File: config.mk
export PLATFORM = sky130hd
export DESIGN_NAME = gpio_reset_conditioner
export DESIGN_NICKNAME = d
export VERILOG_FILES = /design/src/rtl/gpio_reset_conditioner.sv
export SDC_FILE = /design/constraint.sdc
export NUM_CORES = 1
export LEC_CHECK = 0
export ABC_AREA = 1
export CAP_MARGIN = 5
export CORE_ASPECT_RATIO = 0.7
export CORE_MARGIN = 5
export CORE_UTILIZATION = 55
export DETAILED_ROUTE_END_ITERATION = 6
export PLACE_DENSITY = 0.74
export SLEW_MARGIN = 0
export SYNTH_ARGS = -nofsm -noshare
export SYNTH_HDL_FRONTEND = slang
export SYNTH_SLANG_ARGS = --single-unit
File: constraint.sdc
create_clock -name clock -period 5 [get_ports clock]
set_input_delay 1 -clock clock [delete_from_list [all_inputs] [get_ports clock]]
set_output_delay 1 -clock clock [all_outputs]
set_load 0.02 [all_outputs]
File: src/rtl/gpio_reset_conditioner.sv
// GPIO front-end: synchronises and debounces the board pins, then turns the
// bit-0 reset button plus a power-on window into a registered SoC reset.
module gpio_reset_conditioner #(
  parameter int                GPIO_W          = 4,
  parameter int                SYNC_STAGES     = 2,
  parameter int                DEBOUNCE_CYCLES = 64,
  parameter logic              PRESS_LEVEL     = 1'b0,
  parameter logic [GPIO_W-1:0] GPIO_IDLE       = GPIO_W'(4'b0001),
  parameter int                POR_CYCLES      = 32,
  parameter int                RST_STRETCH     = 16
) (
  input  logic              clock,
  input  logic              reset,
  input  logic [GPIO_W-1:0] gpio_in,
  output logic [GPIO_W-1:0] gpio_db,
  output logic              soc_reset,
  output logic              press_pulse,
  output logic [7:0]        press_count,
  output logic [1:0]        state_dbg
);

  localparam int DW   = $clog2(DEBOUNCE_CYCLES);
  localparam int CMAX = (POR_CYCLES > RST_STRETCH) ? POR_CYCLES : RST_STRETCH;
  localparam int CW   = $clog2(CMAX + 1);

  localparam logic [DW-1:0] DB_LAST  = DW'(DEBOUNCE_CYCLES - 1);
  localparam logic [CW-1:0] POR_LOAD = CW'(POR_CYCLES - 1);
  localparam logic [CW-1:0] STR_LOAD = CW'(RST_STRETCH - 1);

  typedef enum logic [1:0] {
    ST_POR     = 2'd0,
    ST_RUN     = 2'd1,
    ST_HELD    = 2'd2,
    ST_STRETCH = 2'd3
  } state_t;

  logic [SYNC_STAGES-1:0][GPIO_W-1:0] sync_q;
  logic [GPIO_W-1:0]                  sync;

  always_ff @(posedge clock or posedge reset) begin
    if (reset) begin
      sync_q <= {SYNC_STAGES{GPIO_IDLE}};
    end else begin
      sync_q <= {sync_q[SYNC_STAGES-2:0], gpio_in};
    end
  end

  assign sync = sync_q[SYNC_STAGES-1];

  // Each bit owns its own stability counter; any agreement restarts it.
  for (genvar gi = 0; gi < GPIO_W; gi++) begin : g_db
    logic [DW-1:0] cnt_q, cnt_d;
    logic          db_q, db_d;

    always_comb begin
      cnt_d = '0;
      db_d  = db_q;
      if (sync[gi] != db_q) begin
        if (cnt_q == DB_LAST) begin
          db_d = sync[gi];
        end else begin
          cnt_d = cnt_q + 1'b1;
        end
      end
    end

    always_ff @(posedge clock or posedge reset) begin
      if (reset) begin
        cnt_q <= '0;
        db_q  <= GPIO_IDLE[gi];
      end else begin
        cnt_q <= cnt_d;
        db_q  <= db_d;
      end
    end

    assign gpio_db[gi] = db_q;
  end

  state_t        state_q, state_d;
  logic [CW-1:0] fcnt_q, fcnt_d;
  logic          pulse_q, pulse_d;
  logic [7:0]    count_q, count_d;
  logic          soc_q;
  logic          pressed;

  assign pressed = (gpio_db[0] == PRESS_LEVEL);

  always_comb begin
    state_d = state_q;
    fcnt_d  = fcnt_q;
    pulse_d = 1'b0;
    count_d = count_q;
    case (state_q)
      ST_POR: begin
        // A press already debounced here is taken as held, not as a new press.
        if (fcnt_q == '0) begin
          state_d = pressed ? ST_HELD : ST_RUN;
        end else begin
          fcnt_d = fcnt_q - 1'b1;
        end
      end
      ST_RUN: begin
        if (pressed) begin
          state_d = ST_HELD;
          pulse_d = 1'b1;
          if (count_q != 8'hFF) count_d = count_q + 8'd1;
        end
      end
      ST_HELD: begin
        if (!pressed) begin
          state_d = ST_STRETCH;
          fcnt_d  = STR_LOAD;
        end
      end
      ST_STRETCH: begin
        if (pressed) begin
          state_d = ST_HELD;
          pulse_d = 1'b1;
          if (count_q != 8'hFF) count_d = count_q + 8'd1;
        end else if (fcnt_q == '0) begin
          state_d = ST_RUN;
        end else begin
          fcnt_d = fcnt_q - 1'b1;
        end
      end
      default: state_d = ST_POR;
    endcase
  end

  always_ff @(posedge clock or posedge reset) begin
    if (reset) begin
      state_q <= ST_POR;
      fcnt_q  <= POR_LOAD;
      pulse_q <= 1'b0;
      count_q <= 8'd0;
      soc_q   <= 1'b1;
    end else begin
      state_q <= state_d;
      fcnt_q  <= fcnt_d;
      pulse_q <= pulse_d;
      count_q <= count_d;
      soc_q   <= (state_d != ST_RUN);
    end
  end

  assign soc_reset   = soc_q;
  assign press_pulse = pulse_q;
  assign press_count = count_q;
  assign state_dbg   = state_q;

endmodule

==> impl_metrics.env <==
export IMPL_yosys_area_top_type="sky130_fd_sc_hd__dfrtp_1"
export IMPL_synth_seq_cells=54
export IMPL_ant_nets=0
export IMPL_min_path_cells=0
export IMPL_hold_viol=0
export IMPL_drtIter0Drc=105
export IMPL_timing_rr_start="fcnt_q[0]"
export IMPL_reg2regPathDepth=8
export IMPL_finalCriticalPeriod_ns=2.49
export IMPL_worst_setup_skew_after_layout_ns=0.0101
export IMPL_timing_final_ws_setup_ns=2.51
export IMPL_totalPowerFinal_mw=0.742
export IMPL_die_area_sq_mm=0.00597
export IMPL_criticalPathCategory="reg -> out"
export IMPL_setup_viol_count_final=0
export IMPL_synth_fp_nets=302
export IMPL_clock_tree_root_buffer_cell="sky130_fd_sc_hd__clkbuf_8"
export IMPL_final_max_slew_viol_count=0
export IMPL_cts_resized=0
export IMPL_synth_cells=290
export IMPL_portBuffers=21
export IMPL_final_seq_area_sq_mm=0.00136
export IMPL_number_of_search_and_repair_iterations_in_the_first_detailed_routing_pass=4
export IMPL_layout_common_cells="sky130_fd_sc_hd__nand2_1 (77), sky130_fd_sc_hd__dfrtp_1 (45), sky130_fd_sc_hd__inv_1 (36), sky130_fd_sc_hd__nor2_1 (36), sky130_fd_sc_hd__clkdlybuf4s50_1 (21)"
export IMPL_worstReg2RegEnd="fcnt_q[5]"
export IMPL_design_portCount=22
export IMPL_place_hpwl_um=3210
export IMPL_filler_cell_count=368
export IMPL_status="finished, final reports clean"
export IMPL_postSynthAreaPerCell_sq_um=8.54
export IMPL_drt_drc_violations_left=0
export IMPL_detailroute_via_count=1812
export IMPL_cts_num_sinks=54
export IMPL_drv_max_cap_violation_count=0
export IMPL_ys_warn_count=0
export IMPL_post_route_period_util=0.499
export IMPL_worst_setup_path_start_kind="flip-flop"
export IMPL_via_count_of_the_first_global_routing_pass=1726
export IMPL_placement_rows=20
export IMPL_fp_coreArea_sq_mm=0.00435
export IMPL_critPathMaxStageDelay_ns=0.61
export IMPL_synth_top_area_frac=0.455
export IMPL_via_per_inst=4.90
export IMPL_crit_chain="clkdlybuf4s50_1"
export IMPL_pwr_density_cell_mw_per_mm2=263
export IMPL_arrival_ns=1.49
export IMPL_timing_critical_path_fanout_max=5
export IMPL_routed_wirelength_um=4230
export IMPL_groute_usage_overall=0.163
export IMPL_min_path_type="reg -> reg"
export IMPL_type_of_destination_of_the_critical_path="output port"
export IMPL_post_synth_instance_area_sq_mm=0.00248
export IMPL_cts_made_buffers=5
export IMPL_place_worst_setup_slack_ns=2.76
export IMPL_area_growth_syn_to_layout_pct=13.9
export IMPL_post_cts_setup_buffers=0
export IMPL_leakagePower_nw=1.36
export IMPL_post_synth_num_cell_types=21
export IMPL_die_height_um=66.1
export IMPL_family_with_the_most_delay_on_the_worst_path="buffers and inverters"
export IMPL_die_width_um=90.2
export IMPL_initial_utilization=0.569
export IMPL_min_delay_start="sync_q[3]"
export IMPL_inserted_diodes=0
export IMPL_path_clk_slew_ns=0.09
export IMPL_grt_first_pass_wirelength_um=7740
export IMPL_worst_path_buf_inv=1
export IMPL_grt_setup_unrepaired="no"
export IMPL_clock_path_buffers=2
export IMPL_ctsHtreeMaxLevel=2
export IMPL_timing_critical_path_slowest_stage_cell="sky130_fd_sc_hd__clkdlybuf4s50_1"
export IMPL_cts_tree="done"
export IMPL_layout_drive_gt1_share=0.0921
export IMPL_ir_worst_vdd_uv=189
export IMPL_multi_input_area_sq_um=915
export IMPL_worst_r2r_setup_slack_ns=3.42
export IMPL_tightest_slew_ns=0.527
export IMPL_endpoint_of_the_worst_hold_timing_path="sync[3]"
export IMPL_avg_wl_per_cell_um=11.4
export IMPL_setup_total_negative_slack_ns=0
export IMPL_fin_nets=326
export IMPL_cts_hold_fix_buffers=0
export IMPL_required_ns=4.00
export IMPL_routabilityCongestion=0.780
export IMPL_grt_overflow=0
export IMPL_antenna_found_initial=0
export IMPL_worst_skew_pair_late_latency_ns=0.31
export IMPL_slew_headroom=0.648
export IMPL_synthTopCellsByArea="sky130_fd_sc_hd__dfrtp_1 (45%), sky130_fd_sc_hd__nand2_1 (12%), sky130_fd_sc_hd__dfstp_2 (9.6%), sky130_fd_sc_hd__inv_1 (5.6%), sky130_fd_sc_hd__nor2_1 (5.5%)"
export IMPL_layout_commonest_cell="sky130_fd_sc_hd__nand2_1"
export IMPL_achievable_frequency_mhz=401
export IMPL_grt_start_max_net_pins=30
export IMPL_synth_yosys_seq_area_share=0.550
==> sequential cells by signal (all words and copies together), names as in the netlist <==
name,cells
fcnt_q,6
g_db.cnt_q,24
g_db.db_q,4
press_count,8
press_pulse,1
soc_reset,1
state_dbg,2
sync,4
sync_q,4
==> cells by family after synthesis <==
family | count (synthesis) | synth area share
and+or+nand+nor | 152 | 0.257
DFF | 54 | 0.550
buffers and inverters | 47 | 0.0803
AOI/OAI and AO/OA | 19 | 0.0394
xor gates and xnor gates | 12 | 0.0424
adders and majority gates | 6 | 0.0303
==> cell usage after synthesis, drive strengths merged <==
cell / instances
a21oi: 6
dfrtp: 45
nand4: 6
o21bai: 1
nor2: 38
nor3: 9
xnor2: 5
nand3: 20
o21ai: 12
buf: 5
xor2: 7
nand2: 79
inv: 42
ha: 6
dfstp: 9
==> power by group <==
group / switching, mW / total, mW / internal, mW
clock network: 0.140 / 0.254 / 0.114
logic: 0.0197 / 0.0321 / 0.0124
registers: 0.00713 / 0.455 / 0.448
total: 0.167 / 0.742 / 0.575
==> per-layer routing <==
metal,track usage,share of wire,up-vias
met5,0,0,-
met4,0.0558,0.0073,0
met3,0.0375,0.042,4
met2,0.240,0.42,28
met1,0.238,0.53,831
li1,-,-,949
==> how the worst max path moves through the flow <==
stage,startpoint,to,slack (ns),cells past startpoint
2_1_floorplan,reset,fcnt_q[5],2.70,1
3_3_place_gp,reset,fcnt_q[1],2.78,3
3_5_place_dp,reset,fcnt_q[1],2.76,3
4_1_cts,g_db[0].db_q,gpio_db[0],2.49,1
5_1_grt,g_db[0].db_q,gpio_db[0],2.45,1
6_report,g_db[0].db_q,gpio_db[0],2.51,1
==> metrics by stage <==
| stage | cell area [sq um] | hold slack [ns] | util | instances |
|---|---|---|---|---|
| CTS | 2820 | 0.359 | 0.648 | 370 |
| floorplan | 2480 | 0.331 | - | 290 |
| global placement | 2720 | 0.332 | 0.625 | 362 |
| global route | 2820 | 0.367 | 0.648 | 370 |
| finish | 2820 | 0.356 | 0.648 | 370 |
| detailed placement | 2720 | 0.336 | 0.625 | 362 |
==> area by class of cell <==
type | instances | share of cell area
repair buffers | 22 | 0.0772
clock buffers | 6 | 0.0293
multi-input cells | 189 | 0.324
inverters | 42 | 0.0559
flip-flops and latches | 54 | 0.483
clock inverters | 2 | 0.00577
well taps | 55 | 0.0244
(Power assumes the default switching activity.)
